--- config.mk ---
export PLATFORM = sky130hd
export DESIGN_NAME = muldiv_unit
export DESIGN_NICKNAME = d
export VERILOG_FILES = /design/src/rtl/muldiv_unit.sv
export SDC_FILE = /design/constraint.sdc
export NUM_CORES = 1
export LEC_CHECK = 0
export ABC_CLOCK_PERIOD_IN_PS = 5050
export BUFFER_PORTS_ARGS = -buffer_cell sky130_fd_sc_hd__buf_2
export CAP_MARGIN = 20
export CORE_AREA = 2 2 283 201
export DETAILED_ROUTE_END_ITERATION = 10
export DIE_AREA = 0 0 285 203
export PLACE_DENSITY = 0.53
export SKIP_LAST_GASP = 1
export SLEW_MARGIN = 20
export SYNTH_ARGS = -nofsm -noshare
export SYNTH_HDL_FRONTEND = slang
export SYNTH_SLANG_ARGS = --single-unit
--- constraint.sdc ---
create_clock -name clk -period 5.05 [get_ports clk]
set_input_delay 0.7575 -clock clk [delete_from_list [all_inputs] [get_ports clk]]
set_output_delay 0.7575 -clock clk [all_outputs]
set_load 0.01 [all_outputs]
--- src/rtl/muldiv_unit.sv ---
// Iterative RV32M/RV64M-style multiply/divide unit: one shift-add or restoring
// shift-subtract step per cycle, with early completion for divide-by-zero and overflow.
module muldiv_unit #(
    parameter int XLEN = 32
) (
    input  logic            clk,
    input  logic            rst,
    input  logic            flush,
    input  logic            in_valid,
    output logic            in_ready,
    input  logic [2:0]      op,
    input  logic [XLEN-1:0] a,
    input  logic [XLEN-1:0] b,
    output logic            out_valid,
    input  logic            out_ready,
    output logic [XLEN-1:0] result,
    output logic            busy
);

    localparam int CW = $clog2(XLEN) + 1;
    localparam logic [1:0] ST_IDLE = 2'd0;
    localparam logic [1:0] ST_BUSY = 2'd1;
    localparam logic [1:0] ST_DONE = 2'd2;
    localparam logic [CW-1:0] CNT_LAST = CW'(XLEN - 1);
    localparam logic [CW-1:0] CNT_ONE  = CW'(1);
    localparam logic [XLEN-1:0] MIN_NEG = {1'b1, {(XLEN-1){1'b0}}};

    logic [1:0]        state_r;
    logic [CW-1:0]     cnt_r;
    logic [2:0]        op_r;
    logic [XLEN-1:0]   a_mag_r;
    logic [XLEN-1:0]   b_mag_r;
    logic              neg_r;
    logic [2*XLEN-1:0] acc_r;
    logic [XLEN-1:0]   result_r;

    logic              a_signed_s;
    logic              b_signed_s;
    logic              sa_s;
    logic              sb_s;
    logic [XLEN-1:0]   a_mag_s;
    logic [XLEN-1:0]   b_mag_s;
    logic              neg_s;
    logic              div_zero_s;
    logic              ovf_s;
    logic [XLEN-1:0]   early_res_s;

    logic [XLEN:0]     mul_sum_s;
    logic [XLEN:0]     div_shift_s;
    logic [XLEN+1:0]   div_diff_s;
    logic [2*XLEN-1:0] acc_next_s;
    logic [2*XLEN-1:0] prod_s;
    logic [XLEN-1:0]   quot_s;
    logic [XLEN-1:0]   rem_s;
    logic [XLEN-1:0]   final_res_s;

    // Request decode: operand magnitudes, result sign, and early-exit cases.
    always_comb begin
        a_signed_s  = (op == 3'b001) || (op == 3'b010) || (op == 3'b100) || (op == 3'b110);
        b_signed_s  = (op == 3'b001) || (op == 3'b100) || (op == 3'b110);
        sa_s        = a_signed_s && a[XLEN-1];
        sb_s        = b_signed_s && b[XLEN-1];
        a_mag_s     = sa_s ? -a : a;
        b_mag_s     = sb_s ? -b : b;
        // Remainder follows the dividend; everything else is the XOR of signs.
        if (op == 3'b110) begin
            neg_s = sa_s;
        end else begin
            neg_s = sa_s ^ sb_s;
        end
        div_zero_s  = op[2] && (b == {XLEN{1'b0}});
        ovf_s       = op[2] && !op[0] && (a == MIN_NEG) && (b == {XLEN{1'b1}});
        early_res_s = {XLEN{1'b0}};
        if (div_zero_s) begin
            early_res_s = op[1] ? a : {XLEN{1'b1}};
        end else if (ovf_s) begin
            early_res_s = op[1] ? {XLEN{1'b0}} : a;
        end else begin
            early_res_s = {XLEN{1'b0}};
        end
    end

    // One iteration step plus sign-corrected final result selection.
    always_comb begin
        mul_sum_s   = {1'b0, acc_r[2*XLEN-1:XLEN]}
                    + (acc_r[0] ? {1'b0, a_mag_r} : {(XLEN+1){1'b0}});
        div_shift_s = acc_r[2*XLEN-1:XLEN-1];
        div_diff_s  = {1'b0, div_shift_s} - {2'b00, b_mag_r};
        if (op_r[2]) begin
            if (!div_diff_s[XLEN+1]) begin
                acc_next_s = {div_diff_s[XLEN-1:0], acc_r[XLEN-2:0], 1'b1};
            end else begin
                acc_next_s = {div_shift_s[XLEN-1:0], acc_r[XLEN-2:0], 1'b0};
            end
        end else begin
            acc_next_s = {mul_sum_s, acc_r[XLEN-1:1]};
        end
        prod_s = neg_r ? -acc_next_s : acc_next_s;
        quot_s = neg_r ? -acc_next_s[XLEN-1:0] : acc_next_s[XLEN-1:0];
        rem_s  = neg_r ? -acc_next_s[2*XLEN-1:XLEN] : acc_next_s[2*XLEN-1:XLEN];
        case (op_r)
            3'b000:                 final_res_s = prod_s[XLEN-1:0];
            3'b001, 3'b010, 3'b011: final_res_s = prod_s[2*XLEN-1:XLEN];
            3'b100, 3'b101:         final_res_s = quot_s;
            3'b110, 3'b111:         final_res_s = rem_s;
            default:                final_res_s = {XLEN{1'b0}};
        endcase
    end

    // Control FSM and datapath registers.
    always_ff @(posedge clk) begin
        if (rst) begin
            state_r  <= ST_IDLE;
            cnt_r    <= {CW{1'b0}};
            op_r     <= 3'b000;
            a_mag_r  <= {XLEN{1'b0}};
            b_mag_r  <= {XLEN{1'b0}};
            neg_r    <= 1'b0;
            acc_r    <= {(2*XLEN){1'b0}};
            result_r <= {XLEN{1'b0}};
        end else if (flush) begin
            state_r <= ST_IDLE;
            cnt_r   <= {CW{1'b0}};
        end else begin
            case (state_r)
                ST_IDLE: begin
                    if (in_valid) begin
                        op_r    <= op;
                        a_mag_r <= a_mag_s;
                        b_mag_r <= b_mag_s;
                        neg_r   <= neg_s;
                        cnt_r   <= {CW{1'b0}};
                        // Divider iterates on the dividend, multiplier on rs2.
                        acc_r   <= op[2] ? {{XLEN{1'b0}}, a_mag_s} : {{XLEN{1'b0}}, b_mag_s};
                        if (div_zero_s || ovf_s) begin
                            result_r <= early_res_s;
                            state_r  <= ST_DONE;
                        end else begin
                            state_r  <= ST_BUSY;
                        end
                    end else begin
                        state_r <= ST_IDLE;
                    end
                end
                ST_BUSY: begin
                    acc_r <= acc_next_s;
                    cnt_r <= cnt_r + CNT_ONE;
                    if (cnt_r == CNT_LAST) begin
                        result_r <= final_res_s;
                        state_r  <= ST_DONE;
                    end else begin
                        state_r  <= ST_BUSY;
                    end
                end
                ST_DONE: begin
                    state_r <= out_ready ? ST_IDLE : ST_DONE;
                end
                default: begin
                    state_r <= ST_IDLE;
                end
            endcase
        end
    end

    assign in_ready  = (state_r == ST_IDLE);
    assign out_valid = (state_r == ST_DONE);
    assign busy      = (state_r != ST_IDLE);
    assign result    = result_r;

endmodule

==> impl_metrics.env <==
export IMPL_status="finished clean"
export IMPL_die_y_um=203
export IMPL_slew_headroom_pct=17.64
export IMPL_synth_cell_type_count=81
export IMPL_antenna_left=0
export IMPL_cp_end_kind="register"
export IMPL_root_buffer="clkbuf_16"
export IMPL_power_mw=4.485
export IMPL_arrival_ns=5.29
export IMPL_wl_um=84250
export IMPL_synth_xor_area_share_pct=7.644
export IMPL_synth_fp_nets=2476
export IMPL_grt_max_degree=94
export IMPL_setup_tns_ns=0
export IMPL_ctsLongestPathBuffers=2
export IMPL_grt_total_usage_pct=28.51
export IMPL_critPathMaxFanout=15
export IMPL_hold_slack_ns=0.4339
export IMPL_drtIter0Drc=2937
export IMPL_antenna_found_initial=4
export IMPL_cts_max_level=4
export IMPL_yosysSeqAreaShare_pct=21.02
export IMPL_finalHoldViolations=0
export IMPL_pin_count=107
export IMPL_clk_latency_ns=0.49
export IMPL_synth_compound_area_share_pct=30.03
export IMPL_design_die_area_um2=57860
export IMPL_netlist_area_um2=16380
export IMPL_max_cap_violations=0
export IMPL_min_path_cells=2
export IMPL_core_area_um2=54950
export IMPL_grt_pass1_vias=17820
export IMPL_min_period_over_period_pct=97.49
export IMPL_vias=19810
export IMPL_die_width_um=285
export IMPL_synth_top_cell_by_area="dfxtp_1"
export IMPL_synth_area_leaders="dfxtp_1 (21%), nor2_1 (7.6%), a21oi_1 (5.5%), ha_1 (5.3%), o21ai_0 (4.8%)"
export IMPL_yosys_area_share_simple_pct=26.61
export IMPL_netlist_area_leader_share_pct=21.02
export IMPL_drc=0
export IMPL_grt_overflow_total=0
export IMPL_post_route_util_pct=35.87
export IMPL_hp_class="register to register"
export IMPL_io_buffer_count=106
export IMPL_preCtsSetupSlack_ns=0.03416
export IMPL_layout_drive_gt1_share_pct=17.45
export IMPL_power_density_nw_per_um2=227.5
export IMPL_dr_pass1_iters=6
export IMPL_async_reset_ff_share_pct=0
export IMPL_ir_drop_mv=0.2740
export IMPL_synthCells=2332
export IMPL_layout_nets=2669
export IMPL_grt_pass1_wl_um=122700
export IMPL_synth_main_ff_cell="dfxtp_1"
export IMPL_regArea_um2=3451
export IMPL_fill_cells=5901
export IMPL_synth_most_common_cell="nor2_1"
export IMPL_start_util_pct=29.82
export IMPL_via_per_inst=6.044
export IMPL_synth_top_family_by_area="compound AO/OA/AOI/OAI gates"
export IMPL_cts_buffers=17
export IMPL_cts_tree="built"
export IMPL_cp_start_kind="register"
export IMPL_dp_hpwl_um=68230
export IMPL_syn_to_final_growth_pct=20.32
export IMPL_setup_viol=0
export IMPL_antenna_cells=0
export IMPL_ys_top_cells_by_count="nor2_1 (332), nand2_1 (195), a21oi_1 (181)"
export IMPL_synthMuxAreaShare_pct=4.078
export IMPL_multi_input_area_um2=12280
export IMPL_place_congestion=1.024
export IMPL_synthAdderAreaFrac_pct=5.590
export IMPL_fin_crit_ns=4.923
export IMPL_path_clk_slew_ns=0.08
export IMPL_worstMarginPinSlew_ns=1.227
export IMPL_yosysWarnings=0
export IMPL_synth_edff_count=0
export IMPL_num_rows=72
export IMPL_hold_buffers=0
export IMPL_wl_per_cell_um=25.70
export IMPL_final_max_slew_viol_count=0
export IMPL_setup_ws_ns=0.1267
export IMPL_clock_fmax_mhz=203.1
export IMPL_synth_seq_cells=172
export IMPL_syn_area_per_cell_um2=7.026
export IMPL_finClkSkew_ns=0.01706
export IMPL_rr_worst_depth=20
export IMPL_crit_required_ns=5.41
export IMPL_p_leak_nw=7.794
export IMPL_cts_sinks=172
export IMPL_path_class="register to register"
## sequential cells by signal, summed over array words and instances (netlist names)
name	count
acc_r	64
a_mag_r	32
b_mag_r	32
result	32
cnt_r	6
op_r	3
state_r	2
neg_r	1
## cells in the final DEF, fill, tap and decap left out, types with 15 or more instances in the layout
| cell | n |
|---|---|
| a22oi_1 | 38 |
| nor3_1 | 77 |
| o211ai_1 | 43 |
| nand2b_1 | 31 |
| or2_2 | 16 |
| dfxtp_1 | 168 |
| nor2b_1 | 15 |
| a21o_1 | 28 |
| nor4_1 | 31 |
| a211oi_1 | 94 |
| o31ai_1 | 16 |
| o21ai_0 | 155 |
| and2_1 | 43 |
| buf_4 | 215 |
| and3_1 | 18 |
| inv_1 | 63 |
| nand4_1 | 45 |
| nand2_1 | 194 |
| ha_1 | 68 |
| clkbuf_16 | 17 |
| nand3_1 | 45 |
| mux2i_1 | 60 |
| buf_2 | 105 |
| xnor2_1 | 77 |
| a21oi_1 | 176 |
| a31oi_1 | 35 |
| xor2_1 | 65 |
| nor2_1 | 327 |
## layer usage
layer / GRT usage [%] / up-vias / share of wire, %
li1: - / 8976 / -
met1: 43.45 / 9519 / 47
met2: 37.52 / 1195 / 38
met3: 8.921 / 115 / 13
met4: 7.405 / 6 / 2.6
met5: 0 / - / 0.047
## report_power, final
part	internal, mW	total (mW)	switching, mW
Combinational	0.529	1.53	1.00
Sequential	1.42	1.49	0.0731
Clock	0.751	1.46	0.710
Total	2.70	4.48	1.78
## per-stage QoR
step	cells	area, um2
6_report	3278	19710
3_5_place_dp	3245	18960
5_1_grt	3278	19710
2_1_floorplan	2332	16380
3_3_place_gp	3245	18950
4_1_cts	3277	19570
## repair_timing
item / CTS / global route
resized for setup: 0 / 33
endpoints found under the setup margin: 0 / 23
setup buffers: 0 / 1
## cell families (layout without fill, tap and decap cells)
| logic type | after synthesis | in the layout |
|---|---|---|
| AND/OR/NAND/NOR | 917 | 917 |
| flip-flops | 172 | 172 |
| AO/OA/AOI/OAI | 748 | 748 |
| buffers and inverters | 214 | 420 |
| multiplexers | 66 | 66 |
| adder cells (fa/ha/maj) | 72 | 72 |
| XOR/XNOR | 143 | 143 |
## worst max-delay path, cell delays in order (launching register included)
cell and delay [ns]:
dfxtp_2 0.44, buf_12 0.15, buf_4 0.18, and2_1 0.24, ha_1 0.34, a21oi_1 0.25
o21ai_0 0.22, nor3_1 0.29, a21boi_0 0.41, buf_4 0.20, nor2_1 0.04, a31oi_1 0.19
mux2_2 0.36, o21ai_0 0.26, buf_4 0.17, nor4_1 0.05, buf_4 0.16, and3_1 0.19
or3b_2 0.47, o211ai_1 0.11, nand2_1 0.06
## worst paths after layout
kind              startpoint         end  slack, ns
setup / recovery    acc_r[0]  result[30]       0.13
hold / removal    result[13]  result[13]       0.43
setup reg to reg    acc_r[0]  result[30]       0.13
hold reg to reg   result[13]  result[13]       0.43
## final cells by class
| class | count | share of cell area (%) |
|---|---|---|
| multi-input cells | 1946 | 62.29 |
| flip-flops and latches | 172 | 17.50 |
| well taps | 740 | 4.697 |
| clock inverters | 14 | 0.9012 |
| repair buffers | 325 | 11.23 |
| inverters | 63 | 1.200 |
| clock buffers | 18 | 2.177 |
No activity file was read; power rests on OpenSTA's default activity.
